File: config.mk
export PLATFORM = sky130hd
export DESIGN_NAME = msau_serial_cnu
export DESIGN_NICKNAME = d
export VERILOG_FILES = /design/src/rtl/msau_serial_cnu_pkg.sv /design/src/rtl/msau_serial_cnu_min2_tracker.sv /design/src/rtl/msau_serial_cnu.sv
export SDC_FILE = /design/constraint.sdc
export NUM_CORES = 1
export LEC_CHECK = 0
export CAP_MARGIN = 20
export CORE_MARGIN = 4
export CORE_UTILIZATION = 40
export CTS_CLUSTER_SIZE = 25
export DETAILED_ROUTE_END_ITERATION = 8
export PLACE_DENSITY_LB_ADDON = 0.15
export SYNTH_ARGS = -nofsm -noshare
export SYNTH_HDL_FRONTEND = slang
export SYNTH_SLANG_ARGS = --single-unit
File: constraint.sdc
create_clock -name clk -period 6.1 [get_ports clk]
set_clock_uncertainty 0.1 [all_clocks]
set_input_delay 1.22 -clock clk [delete_from_list [all_inputs] [get_ports clk]]
set_output_delay 1.22 -clock clk [all_outputs]
set_load 0.1 [all_outputs]
File: src/rtl/msau_serial_cnu_pkg.sv
// Shared types and arithmetic helpers for the serial check-node unit.
// NMS_SCALE_EN selects normalised (x0.75) instead of offset min-sum in apply_norm.
package ldpc_cnu_pkg;

  localparam int W_DEF       = 5;
  localparam int DEG_MAX_DEF = 20;
  localparam int OFFSET_DEF  = 1;

  // Helpers work on a wide container; callers sign-extend in and truncate out.
  localparam int MAXW = 16;

  typedef enum logic {
    ACCUM = 1'b0,
    EMIT  = 1'b1
  } cnu_state_e;

  // |x| for a w-bit two's complement value; the most negative code saturates.
  function automatic logic [MAXW-1:0] sat_abs(input logic [MAXW-1:0] x, input int w);
    logic [MAXW-1:0] mag;
    logic [MAXW-1:0] lim;
    lim = MAXW'((32'd1 << (w - 1)) - 32'd1);
    mag = x[MAXW-1] ? (~x + 1'b1) : x;
    if (mag > lim) mag = lim;
    return mag;
  endfunction

  function automatic logic [MAXW-1:0] apply_norm(input logic [MAXW-1:0] m,
                                                 input logic [MAXW-1:0] offset);
`ifdef NMS_SCALE_EN
    return m - (m >> 2) + (offset & '0);
`else
    return (m > offset) ? (m - offset) : '0;
`endif
  endfunction

endpackage

File: src/rtl/msau_serial_cnu_min2_tracker.sv
// Running min1/min2/min1-index/sign-parity registers for one check row.
// Strict '<' comparisons keep the first occurrence of the minimum as owner of min1_idx.
module cnu_min2_tracker #(
  parameter int MW   = 4,
  parameter int IDXW = 5
) (
  input  logic            clk,
  input  logic            rst,
  input  logic            clear,
  input  logic            update,
  input  logic [MW-1:0]   mag,
  input  logic            sgn,
  input  logic [IDXW-1:0] idx,
  output logic [MW-1:0]   min1,
  output logic [MW-1:0]   min2,
  output logic [IDXW-1:0] min1_idx,
  output logic            parity
);

  always_ff @(posedge clk) begin
    if (rst || clear) begin
      min1     <= '1;
      min2     <= '1;
      min1_idx <= '0;
      parity   <= 1'b0;
    end else if (update) begin
      parity <= parity ^ sgn;
      if (mag < min1) begin
        min2     <= min1;
        min1     <= mag;
        min1_idx <= idx;
      end else if (mag < min2) begin
        min2 <= mag;
      end
    end
  end

endmodule

File: src/rtl/msau_serial_cnu.sv
// Streaming min-sum check-node unit: accumulates a row of V2C messages, then emits C2V serially.
// Build option: NMS_SCALE_EN (normalised min-sum, scale 0.75) replaces the offset correction.
module msau_serial_cnu
  import ldpc_cnu_pkg::*;
#(
  parameter int W       = W_DEF,
  parameter int DEG_MAX = DEG_MAX_DEF,
  parameter int OFFSET  = OFFSET_DEF,
  parameter int IDXW    = $clog2(DEG_MAX)
) (
  input  logic            clk,
  input  logic            rst,
  input  logic            in_valid,
  output logic            in_ready,
  input  logic [W-1:0]    in_data,
  input  logic            in_last,
  output logic            out_valid,
  input  logic            out_ready,
  output logic [W-1:0]    out_data,
  output logic [IDXW-1:0] out_idx,
  output logic            out_last,
  output logic [IDXW-1:0] min1_idx,
  output cnu_state_e      state_dbg
);

  localparam int MW = W - 1;

  // Handshakes: a beat transfers on a rising edge where valid && ready are both high;
  // a source keeps valid and data stable until that edge, and ready never depends on valid.

  cnu_state_e       state;
  logic [IDXW-1:0]  count;
  logic [IDXW-1:0]  k;
  logic [IDXW-1:0]  last_idx;
  logic [DEG_MAX-1:0] sign_q;

  logic             in_fire;
  logic             out_fire;
  logic             last_beat;
  logic             row_done;
  logic [MW-1:0]    in_mag;
  logic [MW-1:0]    min1;
  logic [MW-1:0]    min2;
  logic             parity;
  logic [MW-1:0]    m1;
  logic [MW-1:0]    m2;
  logic [MW-1:0]    sel_mag;
  logic [W-1:0]     mag_ext;
  logic             sgn;

  assign in_ready  = (state == ACCUM);
  assign out_valid = (state == EMIT);
  assign state_dbg = state;

  assign in_fire   = in_valid & in_ready;
  assign out_fire  = out_valid & out_ready;
  assign last_beat = in_last | (count == IDXW'(DEG_MAX - 1));
  assign row_done  = out_fire & out_last;

  assign in_mag = MW'(sat_abs(MAXW'($signed(in_data)), W));

  cnu_min2_tracker #(
    .MW   (MW),
    .IDXW (IDXW)
  ) u_tracker (
    .clk      (clk),
    .rst      (rst),
    .clear    (row_done),
    .update   (in_fire),
    .mag      (in_mag),
    .sgn      (in_data[W-1]),
    .idx      (count),
    .min1     (min1),
    .min2     (min2),
    .min1_idx (min1_idx),
    .parity   (parity)
  );

  // Corrected magnitudes stay below 2^(W-1), so the narrowing cast cannot wrap.
  assign m1 = MW'(apply_norm(MAXW'(min1), MAXW'(OFFSET)));
  assign m2 = MW'(apply_norm(MAXW'(min2), MAXW'(OFFSET)));

  assign sel_mag  = (k == min1_idx) ? m2 : m1;
  assign sgn      = parity ^ sign_q[k];
  assign mag_ext  = {1'b0, sel_mag};
  assign out_data = out_valid ? (sgn ? (~mag_ext + 1'b1) : mag_ext) : '0;
  assign out_idx  = k;
  assign out_last = out_valid && (k == last_idx);

  always_ff @(posedge clk) begin
    if (rst) begin
      state    <= ACCUM;
      count    <= '0;
      k        <= '0;
      last_idx <= '0;
      sign_q   <= '0;
    end else begin
      case (state)
        ACCUM: begin
          if (in_fire) begin
            sign_q[count] <= in_data[W-1];
            if (last_beat) begin
              last_idx <= count;
              k        <= '0;
              count    <= '0;
              state    <= EMIT;
            end else begin
              count <= count + 1'b1;
            end
          end
        end
        EMIT: begin
          if (out_ready) begin
            if (k == last_idx) begin
              k      <= '0;
              sign_q <= '0;
              state  <= ACCUM;
            end else begin
              k <= k + 1'b1;
            end
          end
        end
        default: state <= ACCUM;
      endcase
    end
  end

endmodule

==> impl_metrics.env, run 1 <==
export IMPL_yosys_area_top_type_share=0.3264
export IMPL_via_count=2751
export IMPL_power_mw=0.8075
export IMPL_final_area_sq_um=3551
export IMPL_grt_total_usage=0.1790
export IMPL_power_density_nw_per_um2=227.4
export IMPL_cp_arrival_ps=3770
export IMPL_ir_worst_vdd_uv=108.0
export IMPL_clockBufferDepth=2
export IMPL_maxSlewHeadroom=0.2980
export IMPL_ios=29
export IMPL_drc=0
export IMPL_status="finished clean"
export IMPL_critPathTopFamily="buffers and inverters"
export IMPL_yosys_warnings=0
export IMPL_postRouteWirelength_um=7734
export IMPL_synth_edf_count=0
export IMPL_synth_largest_area_cell="dfxtp_1"
export IMPL_worstSkewPairLatency_ps=300
export IMPL_crit_type="reg -> out"
export IMPL_synth_seq_cells=50
export IMPL_final_util=0.4818
export IMPL_yosys_top_cells_area="dfxtp_1 (33%), a21oi_1 (8.8%), ha_1 (6.9%)"
export IMPL_hpwl_um=5672
export IMPL_crit_fanout=11
export IMPL_drt_iter0_drc=124
export IMPL_gp_congestion=0.7958
export IMPL_drv_slew=0
export IMPL_hold_depth=2
export IMPL_core_area_sq_um=7370
export IMPL_fmax_mhz=196.5
export IMPL_start_util=0.4161
export IMPL_wire_per_inst_um=15.56
export IMPL_cp_cell_sequence="mux4_2 > o22ai_2 > a2111oi_2 > a311oi_4 > o31ai_2 > mux2i_1 > clkdlybuf4s50_1"
export IMPL_cts_tree="done"
export IMPL_rsz0062_at_grt="no"
export IMPL_grt_max_degree=34
export IMPL_syn_to_final_growth_pct=15.79
export IMPL_die_height_um=95.56
export IMPL_rows=31
export IMPL_synth_distinct_cells=46
export IMPL_dp_cells=487
export IMPL_antenna_found_initial=0
export IMPL_drtAntennaViolNets=0
export IMPL_grt_pass1_vias=2530
export IMPL_worst_pin_slew_ps=1051
export IMPL_ys_async_sr_fraction=0
export IMPL_synth_most_common_cell="a21oi_1"
export IMPL_cts_resized=0
export IMPL_slowest_delay_ps=1150
export IMPL_port_buffer_count=28
export IMPL_placed_area_sq_um=3405
export IMPL_start_kind="flip-flop"
export IMPL_cts_made_buffers=5
export IMPL_min_path_type="reg -> reg"
export IMPL_avgSynthCellArea_sq_um=8.113
export IMPL_reg2reg_to="u_tracker.min2[1]$_SDFFE_PP1P_"
export IMPL_leakagePower_nw=1.374
export IMPL_netlist_instances=378
export IMPL_hold_buffers=0
export IMPL_hold_viol_final=0
export IMPL_finalSetupTns_ps=0
export IMPL_worstReg2RegStart="u_tracker.min1[2]$_SDFFE_PP1P_"
export IMPL_clkTransAtPathRegs_ps=100
export IMPL_cp_num_buf_inv=1
export IMPL_htreeDepth=2
export IMPL_reg2regPathDepth=8
export IMPL_layout_min_cycle_time_ps=5090
export IMPL_syn_num_nets=405
export IMPL_grt_pass1_wl_um=12800
export IMPL_finalSetupViolations=0
export IMPL_yosysSeqAreaShare=0.3264
export IMPL_crit_required_ps=4780
export IMPL_nets=424
export IMPL_drt_pass1_iter_count=4
export IMPL_netlist_area_sq_um=3067
export IMPL_min_delay_start="last_idx[2]$_SDFFE_PP0P_"
export IMPL_finalCritPeriodShare=0.8344
export IMPL_drv_cap=0
export IMPL_cts_setup_buffers=0
export IMPL_vias_per_cell=5.535
export IMPL_die_area_sq_um=9132
export IMPL_grt_ovfl_total=0
export IMPL_whs_endpoint="last_idx[2]$_SDFFE_PP0P_"
export IMPL_synth_flop_cell="dfxtp_1"
export IMPL_cpMaxStageDelayCell="clkdlybuf4s50_1"
export IMPL_critPathCaptureType="output port"
export IMPL_drive_gt1_frac=0.08794
export IMPL_cts_root_buf="clkbuf_8"
export IMPL_cts_num_sinks=50
export IMPL_stdcell_count=497
export IMPL_dieWidth_um=95.56
export IMPL_r2r_slack_ps=3720
export IMPL_antennaDiodeCount=0
export IMPL_ys_top_cells_by_count="a21oi_1 (54), dfxtp_1 (50), nand2_1 (39)"
sequential cells by signal, indices dropped and copies added, names as in the netlist:
signal              cells
sign_q                 20
count                   5
last_idx                5
out_idx                 5
u_tracker.min1_idx      5
u_tracker.min1          4
u_tracker.min2          4
out_valid               1
u_tracker.parity        1
metrics by stage:
stage	hold slack (ps)	setup WS (ps)
2_1_floorplan	346.2	515.0
3_3_place_gp	360.0	1373
3_5_place_dp	365.8	1290
4_1_cts	380.6	938.3
5_1_grt	400.1	818.4
6_report	381.3	1010
tightest hold or removal path, stage by stage (launching register included):
cell and delay [ps]:
dfxtp_1 330, nand2_1 60, a21oi_1 60
report_power, final:
part,total (mW),leakage (nW),switching [mW],internal [mW]
logic,0.219,0.918,0.139,0.0794
clock network,0.239,0.0504,0.117,0.122
registers,0.350,0.405,0.0131,0.337
cell families (layout without fill, tap and decap cells):
kind of cell	after synthesis	in the layout	share of synthesized area
XOR/XNOR	19	19	0.05426
flip-flops	50	50	0.3264
AND/OR/NAND/NOR	123	123	0.1926
multiplexers	23	23	0.09751
AO/OA/AOI/OAI	106	106	0.2052
adder cells (fa/ha/maj)	17	17	0.06936
buffers and inverters	40	60	0.05467
layout by cell type (no fill, tap or decap), types with 3 or more instances in the layout:
cell and count:
or2_2 3, inv_1 18, nand3_1 10, o211ai_1 9, o21ai_0 26, nand2b_1 6, dfxtp_1 50, a21oi_1 54
nand4_1 4, nor2_1 33, nand2_1 39, mux4_2 5, nor3b_1 4, xor2_1 10, mux2i_1 13, and3_1 6
a31oi_1 3, clkdlybuf4s50_1 27, mux2_2 5, nor4_1 3, ha_1 17, buf_4 6, xnor2_1 9, nor3_1 6
clkbuf_8 5
worst max path at each step:
stage / cells past startpoint / to / slack (ps) / from
after floorplan: 7 / out_data[2] / 520 / out_idx[2]$_SDFFE_PP0P_
final: 7 / out_data[3] / 1010 / out_idx[2]$_SDFFE_PP0P_
after detailed placement: 7 / out_data[3] / 1290 / out_idx[2]$_SDFFE_PP0P_
after CTS: 7 / out_data[3] / 940 / out_idx[2]$_SDFFE_PP0P_
after global placement: 7 / out_data[3] / 1370 / out_idx[2]$_SDFFE_PP0P_
after global routing: 7 / out_data[3] / 820 / out_idx[2]$_SDFFE_PP0P_
final cells by class:
type / count / area (sq um)
fill: 732 / 3819
multi-input combinational: 288 / 1904
sequential: 50 / 1001
timing repair buffer: 34 / 340.3
tap: 99 / 123.9
clock buffer: 5 / 68.82
inverter: 18 / 67.56
clock inverter: 3 / 45.04
per-layer routing:
metal / global-route usage / wire length (um) / up-vias
met5: 0 / 0 / -
met4: 0.04621 / 97 / 0
met3: 0.03710 / 343 / 8
met2: 0.2837 / 3620 / 66
met1: 0.2476 / 3672 / 1306
li1: - / - / 1371
Power figures use the tool's default switching activity.
==> inputs of run 2 (changes only) <==
Clock period 6.1 ns to 5.3 ns, I/O delays scaled along.
==> run 2 against run 1 <==
  * Worst hold slack worse by 11 ps
  * Non-clock buffer count unchanged
  * Highest routed layer unchanged
  * Via count down 2.5%
  * Sequential share of layout area hardly changed
  * First-iteration DRC count grew 11%
  * Global-route usage grew 0.28 points
  * Worst setup slack got worse by 45 ps
  * Sequential power is 15% higher
  * Die area did not move
  * Power is 16% higher
  * Combinational power grew 16%
==> impl_metrics.env, run 2 (synthesis gave the netlist of run 1 again) <==
export IMPL_drv_slew=0
export IMPL_rows=31
export IMPL_crit_required_ps=4140
export IMPL_cts_setup_buffers=0
export IMPL_ios=29
export IMPL_min_delay_start="last_idx[3]$_SDFFE_PP0P_"
export IMPL_start_util=0.4161
export IMPL_largest_reg_flops=20
export IMPL_fmax_mhz=230.7
export IMPL_seq_area_sq_um=1001
export IMPL_crit_type="reg -> out"
export IMPL_cts_num_sinks=50
export IMPL_power_density_nw_per_um2=263.4
export IMPL_dp_cells=488
export IMPL_cp_arrival_ps=3170
export IMPL_cp_startpoint="out_idx[0]$_SDFFE_PP0P_"
export IMPL_cts_tree="done"
export IMPL_hpwl_um=5572
export IMPL_layout_commonest_cell="a21oi_1"
export IMPL_postRouteWirelength_um=7643
export IMPL_start_kind="flip-flop"
export IMPL_finalSetupTns_ps=0
export IMPL_leakagePower_nw=1.380
export IMPL_crit_fanout=11
export IMPL_wire_per_inst_um=15.38
export IMPL_grt_total_usage=0.1818
export IMPL_min_path_type="reg -> reg"
export IMPL_worstSkewPairLatency_ps=310
export IMPL_drc=0
export IMPL_htreeDepth=2
export IMPL_worst_pin_slew_ps=990.9
export IMPL_cts_root_buf="clkbuf_8"
export IMPL_finalSetupViolations=0
export IMPL_multiInputGateArea_sq_um=1908
export IMPL_rsz0062_at_grt="no"
export IMPL_grt_max_degree=34
export IMPL_cts_resized=0
export IMPL_worstReg2RegStart="out_idx[2]$_SDFFE_PP0P_"
export IMPL_hold_viol_final=0
export IMPL_ir_worst_vdd_uv=145.6
export IMPL_drtAntennaViolNets=0
export IMPL_grt_pass1_vias=2630
export IMPL_antenna_found_initial=0
export IMPL_die_height_um=95.56
export IMPL_antennaDiodeCount=0
export IMPL_drt_pass1_iter_count=4
export IMPL_gp_congestion=0.7734
export IMPL_finalCritPeriodShare=0.8178
export IMPL_cts_made_buffers=5
export IMPL_core_area_sq_um=7370
export IMPL_nets=424
export IMPL_clkTransAtPathRegs_ps=90
export IMPL_die_area_sq_um=9132
export IMPL_via_count=2681
export IMPL_grt_pass1_wl_um=12980
export IMPL_drt_iter0_drc=138
export IMPL_syn_to_final_growth_pct=15.75
export IMPL_status="finished clean"
export IMPL_grt_ovfl_total=0
export IMPL_fillers=719
export IMPL_maxSlewHeadroom=0.3373
export IMPL_clockBufferDepth=2
export IMPL_vias_per_cell=5.394
export IMPL_port_buffer_count=28
export IMPL_drive_gt1_frac=0.09799
export IMPL_final_cell_mix="a21oi_1 (54), dfxtp_1 (50), nand2_1 (39), nor2_1 (33), o21ai_0 (26)"
export IMPL_critPathCaptureType="output port"
export IMPL_dieWidth_um=95.56
export IMPL_drv_cap=0
export IMPL_stdcell_count=497
export IMPL_hold_buffers=0
export IMPL_layout_min_cycle_time_ps=4334
export IMPL_top_register="sign_q"
==> run 2: worst max-delay path, stage by stage (launching register included) <==
cell and delay [ps]:
dfxtp_1 650, xor2_1 130, nor3_1 190, nand3_1 250, mux2_2 340, inv_1 60
nor2_1 90, clkdlybuf4s50_1 1140
==> run 2: stage by stage <==
step | hold slack, ps | utilization | worst slack, ps | total power, mW | instance area [sq um]
after global placement | 357.2 | 0.4625 | 1201 | 0.6590 | 3408
after global routing | 397.0 | 0.4817 | 824.1 | 0.9855 | 3550
after CTS | 373.6 | 0.4779 | 937.7 | 0.9406 | 3522
after detailed placement | 359.8 | 0.4625 | 1060 | 0.6624 | 3408
after floorplan | 346.2 | - | 20.31 | 0.6027 | 3077
final | 370.4 | 0.4817 | 965.8 | 0.9349 | 3550
==> run 2: final timing paths <==
kind | end | slack, ps | depth (start not counted)
max | out_data[0] | 970 | 7
min | last_idx[3]$_SDFFE_PP0P_ | 370 | 2
max reg2reg | sign_q[19]$_SDFFE_PP0P_ | 2900 | 7
min reg2reg | last_idx[3]$_SDFFE_PP0P_ | 370 | 2
==> run 2: final cells by class <==
class / count / share of cell area
flip-flops and latches: 50 / 0.2820
multi-input cells: 288 / 0.5375
repair buffers: 34 / 0.09447
well taps: 99 / 0.03490
inverters: 18 / 0.01903
clock buffers: 5 / 0.01939
clock inverters: 3 / 0.01269
==> run 2: metal layers <==
metal	wire length, um	up-vias	track usage
met5	0	-	0
met4	132	0	0.05687
met3	359	13	0.04341
met2	3624	56	0.2884
met1	3526	1243	0.2433
li1	-	1369	-
==> run 2: power by group <==
part	switching [mW]	internal (mW)	leakage, nW	total [mW]
combinational	0.161	0.0918	0.924	0.253
clock	0.139	0.141	0.0504	0.280
sequential	0.0151	0.387	0.405	0.403
total	0.315	0.620	1.38	0.935
